**src/rtl/conv3x3_stream_if.sv**
```systemverilog
// Handshake/bus bundle between a driver (load/start side) and the conv3x3_stream core.
interface conv3x3_if;
  logic        load_w;
  logic [7:0]  w_in;
  logic        load_px;
  logic [7:0]  px_in;
  logic        start;
  logic [15:0] conv_out;
  logic        conv_valid;
  logic        busy;
  logic        done_conv;

  modport master (
    output load_w, w_in, load_px, px_in, start,
    input  conv_out, conv_valid, busy, done_conv
  );

  modport slave (
    input  load_w, w_in, load_px, px_in, start,
    output conv_out, conv_valid, busy, done_conv
  );
endinterface

```
**src/rtl/conv3x3_stream.sv**
```systemverilog
// Serially loaded 3x3 kernel + IN_SIZE^2 tile; valid stride-1 convolution with one
// multiplier (9 MAC cycles + 1 emit cycle per output word), saturated to 16 bits.
//
// state | meaning
// IDLE  | after reset; loads accepted, waiting for start
// MAC   | accumulating kernel tap (r_kr, r_kc) for output (r_r, r_c)
// EMIT  | registering saturated result, advancing to next output
// DONE  | pass complete; loads accepted, start re-runs
module conv3x3_stream #(
  parameter int N       = 3,
  parameter int SIZE    = 2 * N,
  parameter int IN_SIZE = SIZE + 2
) (
  input logic       i_clk,
  input logic       i_reset,
  conv3x3_if.slave  bus
);

  localparam int PX_N = IN_SIZE * IN_SIZE;
  localparam int PX_W = $clog2(PX_N);
  localparam int RC_W = $clog2(SIZE + 1);

  typedef enum logic [1:0] {IDLE, MAC, EMIT, DONE} state_t;

  state_t            r_state, w_next;
  logic [7:0]        r_w  [9];
  logic [7:0]        r_px [PX_N];
  logic [3:0]        r_widx;
  logic [PX_W-1:0]   r_pxidx;
  logic [RC_W-1:0]   r_r, r_c;
  logic [1:0]        r_kr, r_kc;
  logic [19:0]       r_acc;
  logic [15:0]       r_conv_out;
  logic              r_conv_valid;

  logic              w_open;
  logic              w_start_ok;
  logic              w_last_tap;
  logic              w_last_out;
  logic [3:0]        w_ki;
  logic [PX_W-1:0]   w_pa;
  logic [15:0]       w_prod;
  logic              w_busy;
  logic              w_done;

  assign w_open     = (r_state == IDLE) || (r_state == DONE);
  assign w_start_ok = w_open && bus.start;
  assign w_last_tap = (r_kr == 2'd2) && (r_kc == 2'd2);
  assign w_last_out = (r_r == RC_W'(SIZE - 1)) && (r_c == RC_W'(SIZE - 1));

  assign w_ki   = ({2'b00, r_kr} * 4'd3) + {2'b00, r_kc};
  assign w_pa   = ((PX_W'(r_r) + PX_W'(r_kr)) * PX_W'(IN_SIZE)) + PX_W'(r_c) + PX_W'(r_kc);
  assign w_prod = 16'(r_w[w_ki]) * 16'(r_px[w_pa]);

  always_ff @(posedge i_clk or posedge i_reset) begin
    if (i_reset) r_state <= IDLE;
    else         r_state <= w_next;
  end

  always_comb begin
    w_next = r_state;
    w_busy = 1'b0;
    w_done = 1'b0;
    case (r_state)
      IDLE: if (bus.start) w_next = MAC;
      MAC: begin
        w_busy = 1'b1;
        if (w_last_tap) w_next = EMIT;
      end
      EMIT: begin
        w_busy = 1'b1;
        w_next = w_last_out ? DONE : MAC;
      end
      DONE: begin
        w_done = 1'b1;
        if (bus.start) w_next = MAC;
      end
      default: w_next = IDLE;
    endcase
  end

  // Memories are deliberately outside the reset domain: reset does not clear them.
  always_ff @(posedge i_clk) begin
    if (w_open && bus.load_w)  r_w[r_widx]    <= bus.w_in;
    if (w_open && bus.load_px) r_px[r_pxidx]  <= bus.px_in;
  end

  always_ff @(posedge i_clk or posedge i_reset) begin
    if (i_reset) begin
      r_widx  <= '0;
      r_pxidx <= '0;
    end else if (w_start_ok) begin
      r_widx  <= '0;
      r_pxidx <= '0;
    end else if (w_open) begin
      if (bus.load_w)  r_widx  <= (r_widx == 4'd8) ? 4'd0 : r_widx + 4'd1;
      if (bus.load_px) r_pxidx <= (r_pxidx == PX_W'(PX_N - 1)) ? '0 : r_pxidx + 1'b1;
    end
  end

  always_ff @(posedge i_clk or posedge i_reset) begin
    if (i_reset) begin
      r_r          <= '0;
      r_c          <= '0;
      r_kr         <= '0;
      r_kc         <= '0;
      r_acc        <= '0;
      r_conv_out   <= '0;
      r_conv_valid <= 1'b0;
    end else begin
      r_conv_valid <= 1'b0;
      case (r_state)
        MAC: begin
          r_acc <= r_acc + 20'(w_prod);
          if (r_kc == 2'd2) begin
            r_kc <= '0;
            r_kr <= w_last_tap ? 2'd0 : r_kr + 2'd1;
          end else begin
            r_kc <= r_kc + 2'd1;
          end
        end
        EMIT: begin
          r_conv_out   <= (r_acc > 20'h0FFFF) ? 16'hFFFF : r_acc[15:0];
          r_conv_valid <= 1'b1;
          r_acc        <= '0;
          if (r_c == RC_W'(SIZE - 1)) begin
            r_c <= '0;
            r_r <= r_r + 1'b1;
          end else begin
            r_c <= r_c + 1'b1;
          end
        end
        default: begin
          if (w_start_ok) begin
            r_r   <= '0;
            r_c   <= '0;
            r_kr  <= '0;
            r_kc  <= '0;
            r_acc <= '0;
          end
        end
      endcase
    end
  end

  assign bus.conv_out   = r_conv_out;
  assign bus.conv_valid = r_conv_valid;
  assign bus.busy       = w_busy;
  assign bus.done_conv  = w_done;

endmodule

```
**src/flat_wrapper.sv**
```systemverilog
// flat-port wrapper written by rule: the top's interface ports become plain ports
module conv3x3_stream_flat 
#(
  parameter int N       = 3,
  parameter int SIZE    = 2 * N,
  parameter int IN_SIZE = SIZE + 2
)
  (i_clk, i_reset, bus_load_w, bus_w_in, bus_load_px, bus_px_in, bus_start, bus_conv_out, bus_conv_valid, bus_busy, bus_done_conv);
  conv3x3_if bus_i ();
  input logic i_clk;
  input logic i_reset;
  input wire logic [$bits(bus_i.load_w)-1:0] bus_load_w;
  input wire logic [$bits(bus_i.w_in)-1:0] bus_w_in;
  input wire logic [$bits(bus_i.load_px)-1:0] bus_load_px;
  input wire logic [$bits(bus_i.px_in)-1:0] bus_px_in;
  input wire logic [$bits(bus_i.start)-1:0] bus_start;
  output wire logic [$bits(bus_i.conv_out)-1:0] bus_conv_out;
  output wire logic [$bits(bus_i.conv_valid)-1:0] bus_conv_valid;
  output wire logic [$bits(bus_i.busy)-1:0] bus_busy;
  output wire logic [$bits(bus_i.done_conv)-1:0] bus_done_conv;
  assign bus_i.load_w = bus_load_w;
  assign bus_i.w_in = bus_w_in;
  assign bus_i.load_px = bus_load_px;
  assign bus_i.px_in = bus_px_in;
  assign bus_i.start = bus_start;
  assign bus_conv_out = bus_i.conv_out;
  assign bus_conv_valid = bus_i.conv_valid;
  assign bus_busy = bus_i.busy;
  assign bus_done_conv = bus_i.done_conv;
  conv3x3_stream #(.N(N), .SIZE(SIZE), .IN_SIZE(IN_SIZE)) u_core (.i_clk(i_clk), .i_reset(i_reset), .bus(bus_i));
endmodule
```
**config.mk**
```make
export PLATFORM = sky130hd
export DESIGN_NAME = conv3x3_stream_flat
export DESIGN_NICKNAME = d
export VERILOG_FILES = /design/src/rtl/conv3x3_stream_if.sv /design/src/rtl/conv3x3_stream.sv /design/src/flat_wrapper.sv
export SDC_FILE = /design/constraint.sdc
export NUM_CORES = 1
export LEC_CHECK = 0
export BUFFER_PORTS_ARGS = -buffer_cell sky130_fd_sc_hd__buf_2
export CAP_MARGIN = 20
export CORE_ASPECT_RATIO = 1.75
export CORE_MARGIN = 10
export CORE_UTILIZATION = 40
export CTS_BUF_LIST = sky130_fd_sc_hd__clkbuf_16
export CTS_CLUSTER_DIAMETER = 100
export CTS_CLUSTER_SIZE = 20
export DETAILED_ROUTE_END_ITERATION = 7
export PLACE_DENSITY_LB_ADDON = 0.1
export SLEW_MARGIN = 20
export SYNTH_ARGS = -nofsm -noshare
export SYNTH_HDL_FRONTEND = slang
export SYNTH_SLANG_ARGS = --single-unit
export TNS_END_PERCENT = 1
```
**constraint.sdc**
```tcl
create_clock -name i_clk -period 8.5 [get_ports i_clk]
set_clock_uncertainty 0.1 [all_clocks]
set_input_delay 0.85 -clock i_clk [delete_from_list [all_inputs] [get_ports i_clk]]
set_output_delay 0.85 -clock i_clk [all_outputs]
set_load 0.02 [all_outputs]
```
==> results of run 1 <==
==> cell usage after synthesis (all sizes together), types with 5 or more instances <==
cell     count  area, µm²
nand2       59        221
nand3b       5       37.5
mux4       176       4050
and2         9       56.3
nand3       20        100
nor2        98        368
mux2i       25        425
a22o         8       70.1
inv        114        428
a21oi       26        130
o22ai       41        257
nor2b        8       50.1
dfrtp       59       1480
xnor2        8       70.1
o22a        28        245
nor3        10       50.1
xor2         9       86.3
nand2b       6       37.5
fa          54       1080
a2bb2oi     12        105
buf         27        231
o21ai       30        150
edfxtp     584      17500
ha          58        726
clkbuf      42        158
==> final timing paths <==
check	endpoint	slack, ns	depth (start not counted)
min in group i_clk	u_core.bus.conv_out[4]	0.39	1
setup / recovery	u_core.r_acc[19]	0.62	23
max in group asynchronous	u_core.r_acc[8]	7.18	3
setup reg to reg	u_core.r_acc[19]	0.62	23
hold / removal	u_core.r_state[1]	0.22	2
hold reg to reg	u_core.bus.conv_out[4]	0.39	1
==> kinds of logic after synthesis <==
| family | Yosys count | synth area share [%] |
|---|---|---|
| buffers and inverters | 183 | 2.85 |
| and+or+nand+nor | 237 | 3.76 |
| adders and majority gates | 112 | 6.31 |
| DFF | 643 | 66.4 |
| AOI/OAI and AO/OA | 181 | 4.36 |
| muxes | 204 | 15.8 |
| xor gates and xnor gates | 17 | 0.546 |
==> worst max-delay path: stages, from the launching register on <==
cell and delay (ns):
dfrtp_1 0.51, ha_4 0.18, inv_1 0.05, fa_4 0.82, buf_12 0.23, buf_12 0.24
mux4_1 0.32, mux4_2 0.55, mux2i_4 0.38, a2bb2oi_1 0.38, fa_1 0.48, inv_1 0.09
fa_1 0.45, fa_1 0.54, inv_1 0.05, fa_1 0.47, inv_1 0.04, ha_1 0.23
a2111oi_0 0.29, o21ai_0 0.26, a311o_1 0.35, a2111oi_1 0.47, or3_1 0.17, a22oi_1 0.06
==> per-layer routing <==
metal  vias to the layer above  part of all wire (%)  global-route usage, %
li1                       6303                     -                      -
met3                        76                   2.5                   1.92
met2                       254                    58                   33.1
met5                         -                     0                      0
met1                      7589                    36                   17.8
met4                         0                   2.8                   5.30
==> registers in the layout (all words and copies together), names as in the netlist <==
signal	count
u_core.bus.conv_out	16
u_core.bus.conv_valid	1
u_core.r_acc	20
u_core.r_c	3
u_core.r_kc	2
u_core.r_kr	2
u_core.r_px	512
u_core.r_pxidx	6
u_core.r_r	3
u_core.r_state	2
u_core.r_w	72
u_core.r_widx	4
==> final cells by class <==
| type | instances | share of cell area (%) |
|---|---|---|
| inverters | 114 | 1.37 |
| clock buffers | 39 | 3.13 |
| flip-flops and latches | 643 | 61.0 |
| repair buffers | 79 | 1.89 |
| multi-input cells | 751 | 28.6 |
| well taps | 917 | 3.68 |
| clock inverters | 23 | 0.401 |
==> through the flow <==
stage | cells | worst slack [ns] | hold slack [ns]
CTS | 2566 | 0.537 | 0.207
global route | 2566 | 0.0491 | 0.244
finish | 2566 | 0.623 | 0.221
floorplan | 1577 | 1.58 | 0.368
detailed placement | 2504 | 0.590 | 0.382
global placement | 2503 | 0.756 | 0.376
==> results.sh, run 1 <==
export IMPL_status="completed"
export IMPL_final_cell_mix="edfxtp_1, mux4_2, inv_1"
export IMPL_gr_usage_all_layers_pct=16.7
export IMPL_grt_pass1_wl_um=104000
export IMPL_timing_final_crit_share_pct=92.7
export IMPL_setup_violations=0
export IMPL_final_layout_size_suffix_gt1_share_pct=18.8
export IMPL_cp_max_fo=31
export IMPL_drc=0
export IMPL_worst_pin_slew_ns=1.13
export IMPL_synth_edf_count=584
export IMPL_ys_seq_elements=643
export IMPL_startpoint="u_core.r_kc[0]"
export IMPL_drv_slew=0
export IMPL_cts_tree="yes"
export IMPL_die_width_um=222
export IMPL_hold_viol_final=0
export IMPL_slew_headroom_pct=24.2
export IMPL_finalCriticalPeriod_ns=7.88
export IMPL_antenna_found_initial=0
export IMPL_die_height_um=374
export IMPL_rsz0062_at_grt="no"
export IMPL_synth_fp_nets=1710
export IMPL_fill_cells=6114
export IMPL_cts_sinks=643
export IMPL_cts_buffer_depth=3
export IMPL_drtIter0Drc=1028
export IMPL_cts_made_buffers=38
export IMPL_via_per_inst=5.54
export IMPL_ys_seq_area_share_pct=66.4
export IMPL_worstPathArrival_ns=8.24
export IMPL_dieArea_um2=83100
export IMPL_final_common_cell="edfxtp_1"
export IMPL_root_buffer="clkbuf_16"
export IMPL_post_cts_buffers=0
export IMPL_tns_ns=0
export IMPL_io_pins=40
export IMPL_dpl_hpwl_um=48300
export IMPL_utilization_pct=44.0
export IMPL_multi_input_area_um2=8910
export IMPL_synth_main_ff_cell="edfxtp_1"
export IMPL_cts_resized=0
export IMPL_drt_wl_total_um=69400
export IMPL_regArea_um2=19000
export IMPL_drv_cap=0
export IMPL_worst_setup_path_end_kind="register"
export IMPL_io_buffers=39
export IMPL_nets=1760
export IMPL_drt_pass1_iterations=5
export IMPL_worstPathRequired_ns=8.86
export IMPL_syn_area_um2=28600
export IMPL_hold_buffers=0
export IMPL_ctsHtreeMaxLevel=2
export IMPL_vias=14200
export IMPL_routedWlPerCell_um=27.0
export IMPL_clkTransAtPathRegs_ns=0.09
export IMPL_synth_async_reset_ratio_pct=9.18
export IMPL_min_path_type="input port to async pin"
export IMPL_grt_max_degree=65
export IMPL_core_um2=70900
export IMPL_postSynthAreaPerCell_um2=18.2
export IMPL_antenna_cells=0
export IMPL_rows=129
export IMPL_initial_utilization_pct=40.4
export IMPL_yosys_warnings=0
export IMPL_clock_latency_ns=0.60
export IMPL_fin_area_um2=31200
export IMPL_antenna_left=0
export IMPL_path_class="register to register"
export IMPL_ys_types=62
export IMPL_place_area_um2=30100
export IMPL_grt_pass1_vias=15400
export IMPL_netlist_instances=1577
export IMPL_place_gp_congestion=0.849
export IMPL_area_growth_syn_to_layout_pct=8.95
export IMPL_cp_start_kind="register"
export IMPL_fmax_mhz=127
export IMPL_overflow=0
export IMPL_reg2reg_from="u_core.r_kc[0]"
Power of run 1 is left out: the tool's default activity adds up to more than one toggle a clock period on the data nets, which glitch-free logic cannot reach.
==> run 2, diff against run 1 <==
Settings changed: CAP_MARGIN 20 to default, CTS_BUF_LIST sky130_fd_sc_hd__clkbuf_16 to sky130_fd_sc_hd__clkbuf_2.
==> results.sh, run 2 (same netlist as run 1, synthesis figures left out) <==
export IMPL_status="completed"
export IMPL_fin_area_um2=30600
export IMPL_routedWlPerCell_um=26.8
export IMPL_vias=14300
export IMPL_crit_slowest_cell="fa_4"
export IMPL_worstReg2RegEnd="u_core.r_acc[19]"
export IMPL_final_cell_mix="edfxtp_1, mux4_2, inv_1"
export IMPL_rsz0062_at_grt="no"
export IMPL_r2r_setup_slack_ns=0.57
export IMPL_antenna_left=0
export IMPL_crit_buf_inv=6
export IMPL_cts_tree="yes"
export IMPL_hold_path_startpoint="bus_px_in[6]"
export IMPL_multi_input_area_um2=8910
export IMPL_area_growth_syn_to_layout_pct=7.01
export IMPL_final_common_cell="edfxtp_1"
export IMPL_io_pins=40
export IMPL_drv_slew=0
export IMPL_drv_cap=0
export IMPL_slowest_delay_ns=0.81
export IMPL_via_per_inst=5.53
export IMPL_die_height_um=374
export IMPL_cts_made_buffers=38
export IMPL_clock_latency_ns=1.24
export IMPL_reg2reg_depth=23
export IMPL_min_delay_worst_endpoint="u_core.r_px[6][6]"
export IMPL_worst_setup_path_end_kind="register"
export IMPL_post_cts_buffers=0
export IMPL_drtIter0Drc=1003
export IMPL_min_delay_path_depth=2
export IMPL_min_path_type="input port to register"
export IMPL_initial_utilization_pct=40.4
export IMPL_largest_reg_flops=512
export IMPL_grt_max_degree=65
export IMPL_grt_pass1_wl_um=105000
export IMPL_ctsHtreeMaxLevel=2
export IMPL_cts_sinks=643
export IMPL_nets=1776
export IMPL_fmax_mhz=126
export IMPL_path_class="register to register"
export IMPL_dieArea_um2=83100
export IMPL_core_um2=70900
export IMPL_reg2reg_from="u_core.r_c[0]"
export IMPL_timing_final_crit_share_pct=93.3
export IMPL_place_area_um2=30100
export IMPL_cp_start_kind="register"
export IMPL_io_buffers=39
export IMPL_antenna_found_initial=4
export IMPL_tns_ns=0
export IMPL_worstPathRequired_ns=9.56
export IMPL_hold_ws_ns=0.158
export IMPL_cts_buffer_depth=3
export IMPL_slew_headroom_pct=26.2
export IMPL_largestRegisters="u_core.r_px: 512 flops, u_core.r_w: 72 flops, u_core.r_acc: 20 flops"
export IMPL_grt_pass1_vias=15500
export IMPL_final_layout_size_suffix_gt1_share_pct=19.9
export IMPL_worst_pin_slew_ns=1.10
export IMPL_rows=129
export IMPL_drc=0
export IMPL_path_delay_family="adder cells"
export IMPL_drt_wl_total_um=69300
export IMPL_finalCriticalPeriod_ns=7.93
export IMPL_dpl_hpwl_um=48200
export IMPL_place_gp_congestion=0.849
export IMPL_cp_max_fo=31
export IMPL_utilization_pct=43.2
export IMPL_regArea_um2=19000
export IMPL_hold_viol_final=0
export IMPL_cp_cell_sequence="ha_4 > inv_1 > fa_4 > buf_12 > buf_12 > mux4_1 > mux4_2 > mux2i_4 > a2bb2oi_1 > fa_1 > inv_1 > fa_1 > fa_1 > inv_1 > fa_1 > inv_1 > ha_1 > a2111oi_0 > o21ai_0 > a311o_1 > a2111oi_1 > o21ai_0 > a22oi_1"
export IMPL_die_width_um=222
export IMPL_overflow=0
export IMPL_clkTransAtPathRegs_ns=0.40
export IMPL_drt_pass1_iterations=5
export IMPL_worstPathArrival_ns=8.99
export IMPL_fill_cells=6172
export IMPL_gr_usage_all_layers_pct=16.8
export IMPL_setup_violations=0
export IMPL_root_buffer="clkbuf_2"
export IMPL_largest_register="u_core.r_px"
-- run 2: final cells by class --
type / count / area share (%)
clock buffers: 58 / 0.948
repair buffers: 95 / 2.45
well taps: 917 / 3.75
clock inverters: 4 / 0.265
diodes: 5 / 0.0408
inverters: 114 / 1.40
multi-input cells: 751 / 29.1
flip-flops and latches: 643 / 62.1
-- run 2: worst reg2reg max path, cell delays in order (launching register included) --
cell and delay (ns):
dfrtp_2 0.54, ha_4 0.15, inv_1 0.05, fa_4 0.81, buf_12 0.23, buf_12 0.25
mux4_1 0.36, mux4_2 0.55, mux2i_4 0.40, a2bb2oi_1 0.39, fa_1 0.48, inv_1 0.09
fa_1 0.45, fa_1 0.55, inv_1 0.05, fa_1 0.47, inv_1 0.04, ha_1 0.24
a2111oi_0 0.32, o21ai_0 0.25, a311o_1 0.35, a2111oi_1 0.46, o21ai_0 0.14, a22oi_1 0.14
-- run 2: worst max-delay path by stage --
stage                        start                to  slack, ns  depth (start not counted)
floorplan            u_core.r_c[0]  u_core.r_acc[19]       1.58                         22
global placement     u_core.r_c[0]  u_core.r_acc[19]       0.76                         23
detailed placement  u_core.r_kc[0]  u_core.r_acc[19]       0.60                         23
CTS                  u_core.r_c[0]  u_core.r_acc[19]       0.48                         23
global route         u_core.r_c[0]  u_core.r_acc[19]       0.05                         23
finish               u_core.r_c[0]  u_core.r_acc[19]       0.57                         23
-- run 2: metal layers --
layer / track usage (%) / wire, µm
met5: 0 / 13
met4: 4.99 / 1800
met3: 2.04 / 2040
met2: 33.5 / 40800
met1: 17.6 / 24600
-- run 2: what timing repair did --
| action | CTS | global route |
|---|---|---|
| hold endpoints to repair | 127 | 40 |
| gates resized for setup | 0 | 3 |
| hold buffers | 15 | 2 |
| setup endpoints to repair | 0 | 1 |
-- run 2: through the flow --
step	cells	setup slack (ns)
final	2587	0.570
after global routing	2587	0.0490
after CTS	2580	0.485
after detailed placement	2503	0.605
after global placement	2503	0.756
after floorplan	1577	1.58
Power of run 2 is left out for the same reason.
